File: config.mk
export PLATFORM = sky130hd
export DESIGN_NAME = if_fetch
export DESIGN_NICKNAME = d
export VERILOG_FILES = /design/src/rtl/if_fetch_pkg.sv /design/src/rtl/if_fetch_fifo.sv /design/src/rtl/if_fetch.sv
export SDC_FILE = /design/constraint.sdc
export NUM_CORES = 1
export LEC_CHECK = 0
export CAP_MARGIN = 40
export CORE_ASPECT_RATIO = 0.9
export CORE_MARGIN = 5
export CORE_UTILIZATION = 45
export CTS_BUF_LIST = sky130_fd_sc_hd__clkbuf_16
export DETAILED_ROUTE_END_ITERATION = 10
export PLACE_DENSITY = 0.68
export SLEW_MARGIN = 10
export SYNTH_ARGS = -nofsm -noshare
export SYNTH_HDL_FRONTEND = slang
export SYNTH_SLANG_ARGS = --single-unit
File: constraint.sdc
create_clock -name clk -period 12.14 [get_ports clk]
set_input_delay 3.642 -clock clk [delete_from_list [all_inputs] [get_ports clk]]
set_output_delay 3.642 -clock clk [all_outputs]
set_load 0.05 [all_outputs]
File: src/rtl/if_fetch_pkg.sv
// Shared fetch-stage types and bus constants.
package if_fetch_pkg;

  localparam int unsigned INST_ADDR_BUS = 32;
  localparam int unsigned INST_BUS      = 32;

  localparam logic [INST_BUS-1:0] NOP_WORD_DEF = 32'h0000_0000;

  localparam logic STALL_ENABLE  = 1'b1;
  localparam logic STALL_DISABLE = 1'b0;

  // One buffered fetch result handed to decode
  typedef struct packed {
    logic [INST_ADDR_BUS-1:0] pc;
    logic [INST_BUS-1:0]      inst;
  } fetch_entry_t;

  // Occupancy counters must represent 0..depth inclusive
  function automatic int unsigned cnt_width(input int unsigned depth);
    return $clog2(depth) + 1;
  endfunction

endpackage

File: src/rtl/if_fetch_fifo.sv
// Small synchronous FIFO with clear and occupancy count; depth is a power of two.
module fetch_fifo #(
  parameter int unsigned WIDTH = 32,
  parameter int unsigned DEPTH = 2
) (
  input  logic                       clk,
  input  logic                       rst_n,
  input  logic                       clr_i,
  input  logic                       push_i,
  input  logic                       pop_i,
  input  logic [WIDTH-1:0]           wdata_i,
  output logic [WIDTH-1:0]           rdata_o,
  output logic [$clog2(DEPTH):0]     count_o
);

  localparam int unsigned AW = $clog2(DEPTH);
  localparam int unsigned CW = AW + 1;

  logic [WIDTH-1:0] r_mem [DEPTH];
  logic [AW-1:0]    r_wr_ptr;
  logic [AW-1:0]    r_rd_ptr;
  logic [CW-1:0]    r_count;
  logic             w_push;
  logic             w_pop;

  // Never write into a full FIFO nor read an empty one; clear wins over both
  assign w_push = push_i & ~clr_i & (r_count != CW'(DEPTH));
  assign w_pop  = pop_i  & ~clr_i & (r_count != CW'(0));

  // Pointer and occupancy bookkeeping; pointers wrap naturally mod DEPTH
  always_ff @(posedge clk or negedge rst_n) begin
    if (!rst_n) begin
      r_wr_ptr <= '0;
      r_rd_ptr <= '0;
      r_count  <= '0;
    end else if (clr_i) begin
      r_wr_ptr <= '0;
      r_rd_ptr <= '0;
      r_count  <= '0;
    end else begin
      if (w_push) r_wr_ptr <= r_wr_ptr + AW'(1);
      if (w_pop)  r_rd_ptr <= r_rd_ptr + AW'(1);
      case ({w_push, w_pop})
        2'b10:   r_count <= r_count + CW'(1);
        2'b01:   r_count <= r_count - CW'(1);
        default: r_count <= r_count;
      endcase
    end
  end

  // Storage array; contents are only observed through a valid count
  always_ff @(posedge clk) begin
    if (w_push) r_mem[r_wr_ptr] <= wdata_i;
  end

  assign rdata_o = r_mem[r_rd_ptr];
  assign count_o = r_count;

endmodule

File: src/rtl/if_fetch.sv
// Instruction-fetch stage: in-order imem requests with credit, tag tracking,
// output queue for decode, and flush-time discard of in-flight responses.
module if_fetch
  import if_fetch_pkg::*;
#(
  parameter int unsigned          DEPTH    = 2,
  parameter logic [INST_BUS-1:0]  NOP_WORD = NOP_WORD_DEF
) (
  input  logic                      clk,
  input  logic                      rst,
  input  logic [INST_ADDR_BUS-1:0]  pc_i,
  input  logic                      ce_i,
  input  logic                      flush_i,
  input  logic                      stall_i,
  output logic                      stall_req_o,
  output logic                      imem_req_o,
  output logic [INST_ADDR_BUS-1:0]  imem_addr_o,
  input  logic                      imem_gnt_i,
  input  logic                      imem_rvalid_i,
  input  logic [INST_BUS-1:0]       imem_rdata_i,
  output logic                      id_valid_o,
  output logic [INST_ADDR_BUS-1:0]  id_pc_o,
  output logic [INST_BUS-1:0]       id_inst_o
);

  localparam int unsigned CW = cnt_width(DEPTH);
  localparam int unsigned SW = CW + 1;
  localparam int unsigned EW = $bits(fetch_entry_t);

  logic [CW-1:0]            w_out_cnt;
  logic [CW-1:0]            w_buf_cnt;
  logic [CW-1:0]            r_disc_cnt;
  logic [SW-1:0]            w_committed;
  logic                     w_credit_ok;
  logic                     w_accept;
  logic                     w_rsp;
  logic                     w_drop;
  logic                     w_buf_push;
  logic                     w_buf_pop;
  logic [INST_ADDR_BUS-1:0] w_tag;
  fetch_entry_t             w_new_entry;
  fetch_entry_t             w_head;
  logic [EW-1:0]            w_head_raw;

  // Credit from registered state only: live in-flight plus buffered must leave a slot
  assign w_committed = SW'(w_out_cnt) - SW'(r_disc_cnt) + SW'(w_buf_cnt);
  assign w_credit_ok = (w_out_cnt < CW'(DEPTH)) && (w_committed < SW'(DEPTH));

  assign imem_req_o  = ce_i & w_credit_ok & ~flush_i;
  assign imem_addr_o = pc_i;
  assign w_accept    = imem_req_o & imem_gnt_i;
  assign stall_req_o = (ce_i & ~w_accept) ? STALL_ENABLE : STALL_DISABLE;

  // A response with nothing outstanding is a protocol error and is ignored
  assign w_rsp       = imem_rvalid_i & (w_out_cnt != CW'(0));
  assign w_drop      = flush_i | (r_disc_cnt != CW'(0));
  assign w_buf_push  = w_rsp & ~w_drop;
  assign w_buf_pop   = id_valid_o & ~stall_i;

  assign w_new_entry = '{pc: w_tag, inst: imem_rdata_i};
  assign w_head      = fetch_entry_t'(w_head_raw);

  // Tag FIFO: PCs of granted requests awaiting their response; also the outstanding count
  fetch_fifo #(.WIDTH(INST_ADDR_BUS), .DEPTH(DEPTH)) u_tag_fifo (
    .clk     (clk),
    .rst_n   (rst),
    .clr_i   (1'b0),
    .push_i  (w_accept),
    .pop_i   (w_rsp),
    .wdata_i (pc_i),
    .rdata_o (w_tag),
    .count_o (w_out_cnt)
  );

  // Output queue towards decode; flush clears it and overrides any pop
  fetch_fifo #(.WIDTH(EW), .DEPTH(DEPTH)) u_out_fifo (
    .clk     (clk),
    .rst_n   (rst),
    .clr_i   (flush_i),
    .push_i  (w_buf_push),
    .pop_i   (w_buf_pop),
    .wdata_i (w_new_entry),
    .rdata_o (w_head_raw),
    .count_o (w_buf_cnt)
  );

  // Discard counter: on flush every still-unanswered request becomes a drop
  always_ff @(posedge clk or negedge rst) begin
    if (!rst) begin
      r_disc_cnt <= '0;
    end else if (flush_i) begin
      r_disc_cnt <= w_out_cnt - CW'(w_rsp);
    end else if (w_rsp && (r_disc_cnt != CW'(0))) begin
      r_disc_cnt <= r_disc_cnt - CW'(1);
    end
  end

  assign id_valid_o = (w_buf_cnt != CW'(0));
  assign id_pc_o    = id_valid_o ? w_head.pc   : '0;
  assign id_inst_o  = id_valid_o ? w_head.inst : NOP_WORD;

endmodule

==> impl_results.html <==
<table>
<tr><th>Metric</th><th>Value</th></tr>
<tr><th colspan="2">Run status</th></tr>
<tr><td>Status</td><td>completed</td></tr>
<tr><th colspan="2">CTS</th></tr>
<tr><td>Count of instances resized after the clock tree is built</td><td>0</td></tr>
<tr><td>Clock-pin slew on the worst setup and hold paths</td><td>60 ps</td></tr>
<tr><td>H-tree level count</td><td>1</td></tr>
<tr><td>Clk Tree Root Cell</td><td>sky130_fd_sc_hd__clkbuf_16</td></tr>
<tr><td>Maximum buffer depth of the clock tree</td><td>3</td></tr>
<tr><td>Clock tree from TritonCTS</td><td>yes</td></tr>
<tr><td>TritonCTS buffer count</td><td>21</td></tr>
<tr><td>Clk sink count</td><td>202</td></tr>
<tr><td>Clock network latency to the later pin of the worst-skew pair</td><td>490 ps</td></tr>
<tr><td>Number of buffers added for setup after CTS</td><td>0</td></tr>
<tr><td>Quantity of hold-fixing buffers added after cts</td><td>0</td></tr>
<tr><th colspan="2">Finish</th></tr>
<tr><td>Share of layout cells above drive strength 1</td><td>0.130</td></tr>
<tr><td>Total of fill cells in the finished design</td><td>about 1,300</td></tr>
<tr><td>Multi-input gate area</td><td>~0.0017 mm²</td></tr>
<tr><td>Non-Filler Instances</td><td>around 880</td></tr>
<tr><td>NumNets Final</td><td>701</td></tr>
<tr><td>Area of all sequential standard cells</td><td>about 0.006 mm²</td></tr>
<tr><td>Antenna cell count</td><td>0</td></tr>
<tr><td>Post-route core utilization</td><td>0.599</td></tr>
<tr><td>Synthesis-to-finish area growth</td><td>31.0%</td></tr>
<tr><th colspan="2">Yosys</th></tr>
<tr><td>Flip-flop and latch count after synthesis</td><td>about 200</td></tr>
<tr><td>Commonest cells in the synthesized netlist</td><td>sky130_fd_sc_hd__edfxtp_1 (192), sky130_fd_sc_hd__nor2_1 (70), sky130_fd_sc_hd__mux2i_1 (64)</td></tr>
<tr><td>Portion of the post-synthesis area used by sequential elements</td><td>0.747</td></tr>
<tr><td>Synthesized instance count</td><td>474</td></tr>
<tr><td>Post-synth top flop</td><td>sky130_fd_sc_hd__edfxtp_1</td></tr>
<tr><td>Proportion of netlist area held by the largest area contributor</td><td>0.716</td></tr>
<tr><td>Post-synthesis cell area</td><td>0.00805 mm²</td></tr>
<tr><td>Fraction of registers with async set/reset</td><td>0.0495</td></tr>
<tr><td>Cell with the most instances after synthesis</td><td>sky130_fd_sc_hd__edfxtp_1</td></tr>
<tr><td>Cell taking the most area after synthesis</td><td>sky130_fd_sc_hd__edfxtp_1</td></tr>
<tr><td>Number of synthesized flops with an enable pin</td><td>roughly 190</td></tr>
<tr><td>Syn_nets</td><td>551</td></tr>
<tr><td>Number of different library cells in the post-synthesis netlist</td><td>38</td></tr>
<tr><td>Average footprint of a synthesized cell</td><td>17.0 µm²</td></tr>
<tr><td>Ys Warns</td><td>0</td></tr>
<tr><td>Synth top area cells</td><td>sky130_fd_sc_hd__edfxtp_1 (72%), sky130_fd_sc_hd__mux2i_1 (8.0%), sky130_fd_sc_hd__mux2_2 (4.6%)</td></tr>
<tr><th colspan="2">Timing</th></tr>
<tr><td>Crit path setup slack, layout</td><td>approximately 2700 ps</td></tr>
<tr><td>Setup TNS</td><td>0 ps</td></tr>
<tr><td>Worst setup skew after layout</td><td>12.5 ps</td></tr>
<tr><td>Shortest clock period the worst path allows after layout</td><td>9450 ps</td></tr>
<tr><td>Final count of negative-setup-slack endpoints</td><td>0</td></tr>
<tr><td>Final number of max-transition violations</td><td>0</td></tr>
<tr><td>Worst-Margin Slew</td><td>606 ps</td></tr>
<tr><td>Normalized max-slew margin</td><td>0.596</td></tr>
<tr><td>Unrepaired setup endpoints after global routing</td><td>false</td></tr>
<tr><td>Max frequency</td><td>about 110 MHz</td></tr>
<tr><td>Final Hold Vio Count</td><td>0</td></tr>
<tr><td>Fraction of the cycle the final worst path needs</td><td>0.778</td></tr>
<tr><td>Post-route worst hold slack</td><td>503 ps</td></tr>
<tr><th colspan="2">Setup path</th></tr>
<tr><td>Flop2flop setup slack</td><td>8900 ps</td></tr>
<tr><td>Crit. End Element</td><td>output port</td></tr>
<tr><td>Critical Path RT</td><td>between 8000 and 9000 ps</td></tr>
<tr><td>Largest fanout of any net on the critical path</td><td>14</td></tr>
<tr><td>Critical Path Start Type</td><td>input pin</td></tr>
<tr><td>Arrival time at the worst endpoint</td><td>5800 ps</td></tr>
<tr><td>Number of cell instances on the worst register-to-register path</td><td>7</td></tr>
<tr><td>Worst Setup Path Type</td><td>input pin to output port</td></tr>
<tr><th colspan="2">Place</th></tr>
<tr><td>Number of instances in the placed design</td><td>between 800 and 900</td></tr>
<tr><td>Number of buffers inserted by port buffering</td><td>169</td></tr>
<tr><td>DP Worst Slack</td><td>2710 ps</td></tr>
<tr><td>DP Wirelength</td><td>10,200 µm</td></tr>
<tr><td>Final RePlAce weighted congestion</td><td>0.758</td></tr>
<tr><th colspan="2">GRT</th></tr>
<tr><td>Overall global routing resource usage</td><td>0.149</td></tr>
<tr><td>Vias in the first global route</td><td>4,549</td></tr>
<tr><td>Wire length of the first global-routing pass</td><td>24,000 µm</td></tr>
<tr><td>Maximum number of pins on one net before global-route repair</td><td>40</td></tr>
<tr><td>Antenna violations before repair</td><td>0</td></tr>
<tr><td>Overall overflow remaining after global route</td><td>0</td></tr>
<tr><th colspan="2">Die</th></tr>
<tr><td>Initial Utilization</td><td>0.457</td></tr>
<tr><td>Placement row count</td><td>46</td></tr>
<tr><td>Core Box Area</td><td>0.0176 mm²</td></tr>
<tr><td>Width of the chip</td><td>151 µm</td></tr>
<tr><td>Die outline height</td><td>137 µm</td></tr>
<tr><td>Top Ports</td><td>170</td></tr>
<tr><td>Die Footprint</td><td>approximately 0.021 mm²</td></tr>
<tr><th colspan="2">Hold path</th></tr>
<tr><td>Hold/Removal Path Class</td><td>register to register</td></tr>
<tr><td>Depth of the worst hold-timing path</td><td>1</td></tr>
<tr><th colspan="2">Power and ir drop</th></tr>
<tr><td>Leakage power of the design</td><td>0.00345 µW</td></tr>
<tr><td>PD cells</td><td>about 190 mW/mm²</td></tr>
<tr><td>Peak VDD IR</td><td>103 µV</td></tr>
<tr><th colspan="2">Routing</th></tr>
<tr><td>Detailed-route DRC error count</td><td>0</td></tr>
<tr><td>Total length of routed wires</td><td>15,900 µm</td></tr>
<tr><td>Detailed-routing iteration count for the pre-antenna-repair pass</td><td>4</td></tr>
<tr><td>Total via count in the routed design</td><td>4,317</td></tr>
<tr><td>Average wire length per cell after detail routing</td><td>18.0 µm</td></tr>
<tr><td>Antenna-violating nets left</td><td>0</td></tr>
<tr><td>Post-DR vias/cell</td><td>4.91</td></tr>
<tr><td>Count of routing violations after the opening detailed-route iteration</td><td>198</td></tr>
<tr><th colspan="2">Run</th></tr>
<tr><td>Max-cap violations</td><td>0</td></tr>
</table>
-- cell usage in the layout (no fill, tap or decap), types with 4 or more instances in the layout --
master / instances
sky130_fd_sc_hd__edfxtp_1: 192
sky130_fd_sc_hd__clkdlybuf4s50_1: 169
sky130_fd_sc_hd__nor2_1: 68
sky130_fd_sc_hd__mux2i_1: 64
sky130_fd_sc_hd__mux2_2: 33
sky130_fd_sc_hd__clkbuf_16: 21
sky130_fd_sc_hd__inv_1: 9
sky130_fd_sc_hd__dfrtp_1: 8
sky130_fd_sc_hd__clkinv_1: 7
sky130_fd_sc_hd__buf_4: 5
sky130_fd_sc_hd__nand2_1: 4
sky130_fd_sc_hd__xnor2_1: 4
sky130_fd_sc_hd__ha_1: 4
sky130_fd_sc_hd__clkinv_2: 4
sky130_fd_sc_hd__buf_12: 4
-- cell type report --
| type | count | share of cell area |
|---|---|---|
| Sequential cell | 202 | 0.571 |
| Timing Repair Buffer | 179 | 0.174 |
| Multi-Input combinational cell | 213 | 0.160 |
| Clock buffer | 21 | 0.0498 |
| Tap cell | 240 | 0.0285 |
| Clock inverter | 17 | 0.0145 |
| Inverter | 7 | 0.00249 |
-- where the power goes --
part | internal [µW] | total, µW | switching [µW]
Combinational | 219 | 554 | 334
Sequential | 838 | 874 | 36.1
Clock | 378 | 628 | 250
Total | 1440 | 2060 | 620
-- routing by layer --
| metal | global-route usage | vias to the layer above | wire, µm |
|---|---|---|---|
| met2 | 0.257 | 155 | 7480 |
| met3 | 0.0364 | 27 | 1140 |
| met5 | 0 | - | 0 |
| met4 | 0.0332 | 0 | 276 |
| met1 | 0.193 | 2104 | 6960 |
| li1 | - | 2031 | - |
-- critical path: stages --
cell,delay (ps)
sky130_fd_sc_hd__clkdlybuf4s50_1,690
sky130_fd_sc_hd__nor4_1,560
sky130_fd_sc_hd__clkdlybuf4s50_1,920
-- state kept, by name (all words and copies together), names as in the netlist --
name and count:
r_disc_cnt 2, u_tag_fifo.count_o 2, u_tag_fifo.r_mem 64, u_out_fifo.r_mem 128, u_out_fifo.r_rd_ptr 1, u_tag_fifo.r_rd_ptr 1
u_out_fifo.r_wr_ptr 1, u_out_fifo.count_o 2, u_tag_fifo.r_wr_ptr 1
-- final timing paths --
kind                                                   start                           endpoint
max in group asynchronous                                rst    u_out_fifo.r_rd_ptr$_DFFE_PN0P_
min in group asynchronous                                rst    u_tag_fifo.r_wr_ptr$_DFFE_PN0N_
min                          u_tag_fifo.r_rd_ptr$_DFFE_PN0P_    u_tag_fifo.r_rd_ptr$_DFFE_PN0P_
min reg2reg                  u_tag_fifo.r_rd_ptr$_DFFE_PN0P_    u_tag_fifo.r_rd_ptr$_DFFE_PN0P_
max reg2reg                u_tag_fifo.count_o[1]$_DFFE_PN0P_  u_tag_fifo.r_mem[1][18]$_DFFE_PP_
max                                                  flush_i                         imem_req_o
-- cell families (layout without fill, tap and decap cells) --
group / after synthesis / in the layout / share of synthesized area
compound gates: 11 / 11 / 0.0113
fa+ha+maj: 6 / 6 / 0.0112
simple gates: 91 / 91 / 0.0492
flops: 202 / 202 / 0.747
buf+inv: 59 / 224 / 0.0466
xor+xnor: 7 / 7 / 0.00761
mux: 98 / 98 / 0.127
-- through the flow --
step                      power, µW  instance area, µm²
final                          2060               10600
after global routing           2140               10600
after CTS                      2080               10600
after detailed placement       1450                9870
after global placement         1420                9770
after floorplan                1270                8050
No activity file was read; power rests on OpenSTA's default activity.
